**src/rtl/arb_pkg.sv**
```systemverilog
// Shared definitions for the 4-requester arbiter family: the fixed-priority
// arbiter, this grant-hold stage and the planned round-robin variant.
//   NUM_REQ       : number of requesters
//   GNT_NONE      : arbiter code for "no request"; any code >= GNT_NONE means none
//   grant_state_t : grant-hold FSM states
//   end_cause_t   : reason a burst ended
package arb_pkg;

  localparam int         NUM_REQ  = 4;
  localparam logic [2:0] GNT_NONE = 3'd4;

  typedef enum logic [1:0] {
    IDLE = 2'd0,
    BUSY = 2'd1,
    GAP  = 2'd2
  } grant_state_t;

  typedef enum logic [1:0] {
    CAUSE_NONE    = 2'd0,
    CAUSE_LAST    = 2'd1,
    CAUSE_DROP    = 2'd2,
    CAUSE_TIMEOUT = 2'd3
  } end_cause_t;

  // One-hot grant vector for a requester index.
  function automatic logic [NUM_REQ-1:0] owner_onehot(input logic [1:0] idx);
    owner_onehot      = '0;
    owner_onehot[idx] = 1'b1;
  endfunction

endpackage

```
**src/rtl/arbiter_grant_hold_if.sv**
```systemverilog
// Bus between the arbiter/requesters and the grant-hold stage.
//   gnt_id, req, beat, last : arbiter result, raw requests, owner beat qualifiers
//   gnt, owner, busy        : registered grant state
//   beat_cnt, done, end_cause : burst progress and end-of-burst report
// Modports: master = requester/arbiter side, slave = grant-hold stage.
interface arbiter_grant_hold_if #(
  parameter int MAX_BEATS = 8
);
  import arb_pkg::*;

  localparam int CNT_W = $clog2(MAX_BEATS + 1);

  logic [2:0]         gnt_id;
  logic [NUM_REQ-1:0] req;
  logic               beat;
  logic               last;
  logic [NUM_REQ-1:0] gnt;
  logic [1:0]         owner;
  logic               busy;
  logic [CNT_W-1:0]   beat_cnt;
  logic               done;
  logic [1:0]         end_cause;

  modport master (
    output gnt_id, req, beat, last,
    input  gnt, owner, busy, beat_cnt, done, end_cause
  );

  modport slave (
    input  gnt_id, req, beat, last,
    output gnt, owner, busy, beat_cnt, done, end_cause
  );

endinterface

```
**src/rtl/arbiter_grant_hold_watchdog.sv**
```systemverilog
// grant_watchdog: idle timer for the grant-hold stage.
//   clk, rst_n : clock, asynchronous active-low reset
//   clr        : restart the timer from zero (takes priority over inc)
//   inc        : count one beat-less cycle; saturates at TIMEOUT
//   expired    : the timer reaches TIMEOUT with this cycle's update;
//                constant 0 when TIMEOUT = 0 (timeout disabled)
module grant_watchdog #(
  parameter int TIMEOUT = 16
) (
  input  logic clk,
  input  logic rst_n,
  input  logic clr,
  input  logic inc,
  output logic expired
);

  if (TIMEOUT == 0) begin : g_disabled
    logic unused_ok;
    assign unused_ok = clr | inc;
    assign expired   = 1'b0;
  end else begin : g_timer
    localparam int TW = $clog2(TIMEOUT + 1);

    logic [TW-1:0] timer_q;
    logic [TW-1:0] timer_d;

    always_comb begin
      // NOTE: every combinational output gets a default first so no path
      // leaves it unassigned, which would otherwise infer a latch.
      timer_d = timer_q;
      if (clr) begin
        timer_d = '0;
      end else if (inc && (timer_q != TW'(TIMEOUT))) begin
        timer_d = timer_q + TW'(1);
      end
    end

    // Looking at the next value lets the owner release on the TIMEOUT-th
    // beat-less cycle rather than one cycle later.
    assign expired = (timer_d == TW'(TIMEOUT));

    // NOTE: state is updated with non-blocking assignments so every flop
    // samples pre-edge values; blocking here would create ordering races.
    always_ff @(posedge clk or negedge rst_n) begin
      if (!rst_n) begin
        timer_q <= '0;
      end else begin
        timer_q <= timer_d;
      end
    end
  end

endmodule

```
**src/rtl/arbiter_grant_hold.sv**
```systemverilog
// arbiter_grant_hold: latches the fixed-priority arbiter's winner and holds a
// registered one-hot grant for one bounded burst, followed by a single GAP
// cycle so the arbiter re-evaluates against fresh requests.
//   clk, rst_n : clock, asynchronous active-low reset
//   bus        : slave side of arbiter_grant_hold_if
//                in : gnt_id (0-3 winner, >=4 none), req, beat, last
//                out: gnt, owner, busy, beat_cnt, done, end_cause (all registered)
// A burst ends on a last beat or the MAX_BEATS-th beat, on the owner
// dropping its request, or after TIMEOUT beat-less cycles (0 disables).
module arbiter_grant_hold
  import arb_pkg::*;
#(
  parameter int MAX_BEATS = 8,
  parameter int TIMEOUT   = 16
) (
  input  logic                 clk,
  input  logic                 rst_n,
  arbiter_grant_hold_if.slave  bus
);

  localparam int CNT_W = $clog2(MAX_BEATS + 1);

  grant_state_t       state_q,     state_d;
  logic [1:0]         owner_q,     owner_d;
  logic [CNT_W-1:0]   beat_cnt_q,  beat_cnt_d;
  logic [NUM_REQ-1:0] gnt_q,       gnt_d;
  logic               busy_q,      busy_d;
  logic               done_q,      done_d;
  end_cause_t         end_cause_q, end_cause_d;

  logic [CNT_W-1:0]   cnt_inc;
  logic               wd_clr;
  logic               wd_inc;
  logic               wd_expired;

  // The count never passes MAX_BEATS: reaching it ends the burst.
  assign cnt_inc = beat_cnt_q + CNT_W'(1);

  grant_watchdog #(
    .TIMEOUT (TIMEOUT)
  ) u_watchdog (
    .clk     (clk),
    .rst_n   (rst_n),
    .clr     (wd_clr),
    .inc     (wd_inc),
    .expired (wd_expired)
  );

  always_comb begin
    state_d     = state_q;
    owner_d     = owner_q;
    beat_cnt_d  = beat_cnt_q;
    end_cause_d = CAUSE_NONE;
    wd_clr      = 1'b0;
    wd_inc      = 1'b0;

    case (state_q)
      IDLE: begin
        if (bus.gnt_id < GNT_NONE) begin
          owner_d    = bus.gnt_id[1:0];
          beat_cnt_d = '0;
          wd_clr     = 1'b1;
          state_d    = BUSY;
        end
      end

      BUSY: begin
        wd_clr = bus.beat;
        wd_inc = !bus.beat;
        // A beat in the exit cycle is counted regardless of the exit cause.
        if (bus.beat) begin
          beat_cnt_d = cnt_inc;
        end
        if (bus.beat && (bus.last || (cnt_inc == CNT_W'(MAX_BEATS)))) begin
          end_cause_d = CAUSE_LAST;
          state_d     = GAP;
        end else if (!bus.req[owner_q]) begin
          end_cause_d = CAUSE_DROP;
          state_d     = GAP;
        end else if (wd_expired) begin
          end_cause_d = CAUSE_TIMEOUT;
          state_d     = GAP;
        end
      end

      GAP: begin
        state_d = IDLE;
      end

      default: begin
        state_d = IDLE;
      end
    endcase

    // Outputs are decoded from the next state so they can be registered
    // and still line up with the state they describe.
    busy_d = (state_d == BUSY);
    done_d = (state_d == GAP);
    gnt_d  = busy_d ? owner_onehot(owner_d) : '0;
  end

  // NOTE: the asynchronous reset drops gnt/busy immediately, mid-burst,
  // without waiting for a clock edge and without producing a done pulse.
  always_ff @(posedge clk or negedge rst_n) begin
    if (!rst_n) begin
      state_q     <= IDLE;
      owner_q     <= '0;
      beat_cnt_q  <= '0;
      gnt_q       <= '0;
      busy_q      <= 1'b0;
      done_q      <= 1'b0;
      end_cause_q <= CAUSE_NONE;
    end else begin
      state_q     <= state_d;
      owner_q     <= owner_d;
      beat_cnt_q  <= beat_cnt_d;
      gnt_q       <= gnt_d;
      busy_q      <= busy_d;
      done_q      <= done_d;
      end_cause_q <= end_cause_d;
    end
  end

  assign bus.gnt       = gnt_q;
  assign bus.owner     = owner_q;
  assign bus.busy      = busy_q;
  assign bus.beat_cnt  = beat_cnt_q;
  assign bus.done      = done_q;
  assign bus.end_cause = end_cause_q;

endmodule
```
**src/flat_wrapper.sv**
```systemverilog
// flat-port wrapper written by rule: the top's interface ports become plain ports
module arbiter_grant_hold_flat import arb_pkg::*;
#(
  parameter int MAX_BEATS = 8,
  parameter int TIMEOUT   = 16
)
  (clk, rst_n, bus_gnt_id, bus_req, bus_beat, bus_last, bus_gnt, bus_owner, bus_busy, bus_beat_cnt, bus_done, bus_end_cause);
  arbiter_grant_hold_if #(.MAX_BEATS(MAX_BEATS)) bus_i ();
  input  logic clk;
  input  logic rst_n;
  input wire logic [$bits(bus_i.gnt_id)-1:0] bus_gnt_id;
  input wire logic [$bits(bus_i.req)-1:0] bus_req;
  input wire logic [$bits(bus_i.beat)-1:0] bus_beat;
  input wire logic [$bits(bus_i.last)-1:0] bus_last;
  output wire logic [$bits(bus_i.gnt)-1:0] bus_gnt;
  output wire logic [$bits(bus_i.owner)-1:0] bus_owner;
  output wire logic [$bits(bus_i.busy)-1:0] bus_busy;
  output wire logic [$bits(bus_i.beat_cnt)-1:0] bus_beat_cnt;
  output wire logic [$bits(bus_i.done)-1:0] bus_done;
  output wire logic [$bits(bus_i.end_cause)-1:0] bus_end_cause;
  assign bus_i.gnt_id = bus_gnt_id;
  assign bus_i.req = bus_req;
  assign bus_i.beat = bus_beat;
  assign bus_i.last = bus_last;
  assign bus_gnt = bus_i.gnt;
  assign bus_owner = bus_i.owner;
  assign bus_busy = bus_i.busy;
  assign bus_beat_cnt = bus_i.beat_cnt;
  assign bus_done = bus_i.done;
  assign bus_end_cause = bus_i.end_cause;
  arbiter_grant_hold #(.MAX_BEATS(MAX_BEATS), .TIMEOUT(TIMEOUT)) u_core (.clk(clk), .rst_n(rst_n), .bus(bus_i));
endmodule
```
**config.mk**
```make
export PLATFORM = sky130hd
export DESIGN_NAME = arbiter_grant_hold_flat
export DESIGN_NICKNAME = d
export VERILOG_FILES = /design/src/rtl/arb_pkg.sv /design/src/rtl/arbiter_grant_hold_if.sv /design/src/rtl/arbiter_grant_hold_watchdog.sv /design/src/rtl/arbiter_grant_hold.sv /design/src/flat_wrapper.sv
export SDC_FILE = /design/constraint.sdc
export NUM_CORES = 1
export LEC_CHECK = 0
export ABC_AREA = 1
export CORE_AREA = 2 2 51 53
export CTS_CLUSTER_DIAMETER = 200
export CTS_CLUSTER_SIZE = 20
export DETAILED_ROUTE_END_ITERATION = 10
export DIE_AREA = 0 0 53 55
export HOLD_SLACK_MARGIN = 0.02
export PLACE_DENSITY_LB_ADDON = 0.15
export SYNTH_ARGS = -nofsm -noshare
export SYNTH_HDL_FRONTEND = slang
export SYNTH_SLANG_ARGS = --single-unit
export TNS_END_PERCENT = 20
```
**constraint.sdc**
```tcl
create_clock -name clk -period 2.2 [get_ports clk]
set_clock_uncertainty 0.15 [all_clocks]
set_input_delay 0.44 -clock clk [delete_from_list [all_inputs] [get_ports clk]]
set_output_delay 0.44 -clock clk [all_outputs]
set_load 0.01 [all_outputs]
```
==> flow_metrics.tcl <==
set metrics [dict create \
    status "completed" \
    yosys.area.top_type "sky130_fd_sc_hd__dfrtp_1" \
    worst_ep_required_time_ns 1.61 \
    grt_util_all_layers 0.170 \
    synth_top_cells_by_count "sky130_fd_sc_hd__nand2_1, sky130_fd_sc_hd__inv_1, sky130_fd_sc_hd__dfrtp_1" \
    clock_tree.buffer_depth 2 \
    power.density_nw_per_um2 1180 \
    slew-limit-headroom 0.777 \
    dp_hpwl_um 1660 \
    synthesis.nets 147 \
    fin_worst_hold_slack_ns 0.313 \
    grt_max_degree 22 \
    worstReg2RegEnd "u_core.bus.gnt[3]$_DFF_PN0_" \
    cts_made_buffers 3 \
    drt-pass1-iter-count 4 \
    wl_per_cell_um 11.0 \
    hold_violations 0 \
    min_period_over_period 0.866 \
    drv.max_cap_violation_count 0 \
    setup_viol_count_final 0 \
    cts_tree "done" \
    htreeDepth 1 \
    vias 912 \
    worst-r2r-setup-slack_ns 0.33 \
    crit-reg2reg-launch "u_core.u_watchdog.g_timer.timer_q[0]$_DFF_PN0_" \
    criticalPathCategory "reg2out" \
    placeableCoreArea_um2 2360 \
    finalMaxSlewViolations 0 \
    worstSetupStartpointType "flop" \
    synth-edff-count 0 \
    cts_root_buffer "sky130_fd_sc_hd__clkbuf_4" \
    rsz0062_at_grt "false" \
    filler_cell_count 229 \
    clock.fmax_mhz 525 \
    num-nets-final 178 \
    finalWorstSetupSlack_ns 0.294 \
    cts.repair.resized 0 \
    ys_seq_area_frac 0.471 \
    syn2layout_area_growth_pct 28.9 \
    route.detailed.vias_per_inst 4.73 \
    leakagePower_nw 0.744 \
    yosys.cell_types.count 22 \
    drt_iter0_drc 24 \
    synthTopCellsByArea "sky130_fd_sc_hd__dfrtp_1, sky130_fd_sc_hd__nand2_1, sky130_fd_sc_hd__inv_1" \
    crit_path_cell_trace "clkdlybuf4s50_1" \
    worst_skew_pair.late_latency_ns 0.30 \
    critical_path.max_fanout 5 \
    data_arrival_time_of_the_worst_path_ns 1.32 \
    synthesis.instances 133 \
    number_of_rows_created_at_floorplan 18 \
    finish.utilization 0.608 \
    clock_slew_seen_by_the_registers_of_the_worst_setup_and_hold_paths_ns 0.12 \
    portBuffers 24 \
    grt_pass1_wl_um 3530 \
    ys.warnings.count 0 \
    die-area_um2 2920 \
    async_reset_ff_frac 1.00 \
    synth-seq-cells 21 \
    cts.sinks 21 \
    post_cts_buffers 0 \
    worst-slew-pin-transition_ns 0.331 \
    synth.avg_cell_area_um2 8.39 \
    cp_slowest_cell "sky130_fd_sc_hd__clkdlybuf4s50_1" \
    drcViolationCount 0 \
    floorplan.initialDensity 0.472 \
    globalplace.congestion 0.771 \
    min_path_type "in2async" \
    post_route_cells_drive_above_1_share 0.166 \
    grt_antenna_before_repair 0 \
    fp.dieW_um 53 \
    globalRoute.totalOverflow 0 \
    ys_dominant_reg_cell "sky130_fd_sc_hd__dfrtp_1" \
    worst_case_reg_to_reg_path_depth 14 \
    synth_top_cell_area_share 0.471 \
    post_cts_hold_buffer_count 0 \
    detail_route.wirelength_um 2130 \
    first_global_vias 852 \
    cp.buffers_inverters 1 \
    die_h_um 55 \
    vdd_drop_max_v 0.000733 \
    drtAntennaViolNets 0 \
    cp-end-kind "primary output" \
    cpLargestDelayFamily "buffers and inverters" \
    longest_individual_stage_delay_on_the_worst_path_ns 0.57 \
    synth.most_common_cell "sky130_fd_sc_hd__nand2_1" \
    ioPinCount 25 \
    antenna_cells 0 \
    synth.cell_area_um2 1120 \
    pre_cts_ws_ns -0.0152 \
    min_cycle_time_layout_ns 1.91 \
]
metrics by stage:
step | total power, mW | area (um^2) | std cells | setup TNS (ns)
after floorplan | 1.18 | 1120 | 133 | 0
after global placement | 1.51 | 1410 | 189 | 0
after detailed placement | 1.52 | 1410 | 189 | -0.0702
after CTS | 1.72 | 1440 | 193 | 0
after global routing | 1.85 | 1440 | 193 | 0
final | 1.70 | 1440 | 193 | 0
flip-flops by register name, summed over array words and instances (netlist names):
| register | flops |
|---|---|
| u_core.bus.gnt | 4 |
| u_core.bus.end_cause | 2 |
| u_core.bus.busy | 1 |
| u_core.bus.owner | 2 |
| u_core.state_q | 2 |
| u_core.bus.done | 1 |
| u_core.u_watchdog.g_timer.timer_q | 5 |
| u_core.bus.beat_cnt | 4 |
cells in the final DEF, fill, tap and decap left out, types with 2 or more instances in the layout:
| cell type | instances |
|---|---|
| sky130_fd_sc_hd__ha_1 | 3 |
| sky130_fd_sc_hd__a21oi_2 | 4 |
| sky130_fd_sc_hd__nand3_1 | 11 |
| sky130_fd_sc_hd__nand2_4 | 2 |
| sky130_fd_sc_hd__nor2_2 | 3 |
| sky130_fd_sc_hd__nor2_4 | 3 |
| sky130_fd_sc_hd__clkbuf_4 | 3 |
| sky130_fd_sc_hd__nor2_1 | 3 |
| sky130_fd_sc_hd__dfrtp_1 | 21 |
| sky130_fd_sc_hd__inv_1 | 25 |
| sky130_fd_sc_hd__o21ai_0 | 5 |
| sky130_fd_sc_hd__nand2_2 | 2 |
| sky130_fd_sc_hd__clkdlybuf4s50_1 | 24 |
| sky130_fd_sc_hd__buf_4 | 2 |
| sky130_fd_sc_hd__a21oi_1 | 4 |
| sky130_fd_sc_hd__nand3_2 | 2 |
| sky130_fd_sc_hd__inv_2 | 4 |
| sky130_fd_sc_hd__nand2_1 | 34 |
area by class of cell:
cell class	count	area, um^2	area share
Clock inverter	1	7.51	0.00522
Sequential cell	21	526	0.365
Clock buffer	3	22.5	0.0157
Multi-Input combinational cell	83	482	0.335
Inverter	29	109	0.0757
Tap cell	30	37.5	0.0261
Timing Repair Buffer	26	255	0.177
routing by layer:
metal / global-route usage / vias up / wire length, um
met5: 0 / - / 0
met4: 0.0513 / 0 / 12
met3: 0.0323 / 2 / 58
met2: 0.302 / 14 / 1080
met1: 0.210 / 423 / 973
li1: - / 473 / -
cell families after synthesis:
logic type / after synthesis / synth area share
DFF: 21 / 0.471
and+or+nand+nor: 62 / 0.291
buffers and inverters: 29 / 0.0975
adders and majority gates: 3 / 0.0336
AOI/OAI and AO/OA: 17 / 0.0987
xor gates and xnor gates: 1 / 0.00785
power breakdown:
part           leakage, nW  internal [mW]  switching [mW]  total [mW]
logic                0.453          0.386           0.524       0.911
clock network       0.0139         0.0690           0.116       0.185
registers            0.277          0.518          0.0881       0.606
worst max path at each step:
stage                                                        start  slack [ns]                     endpoint  depth (start not counted)
global placement                                          bus_beat        0.06  u_core.bus.gnt[0]$_DFF_PN0_                          9
floorplan           u_core.u_watchdog.g_timer.timer_q[0]$_DFF_PN0_        0.53  u_core.bus.gnt[0]$_DFF_PN0_                         12
global route        u_core.u_watchdog.g_timer.timer_q[0]$_DFF_PN0_        0.15  u_core.state_q[0]$_DFF_PN0_                         13
CTS                             u_core.bus.beat_cnt[0]$_DFFE_PN0P_        0.29              bus_beat_cnt[0]                          1
detailed placement                                        bus_beat       -0.02  u_core.bus.gnt[3]$_DFF_PN0_                         10
finish                          u_core.bus.beat_cnt[0]$_DFFE_PN0P_        0.29              bus_beat_cnt[0]                          1
(Power assumes the default switching activity.)
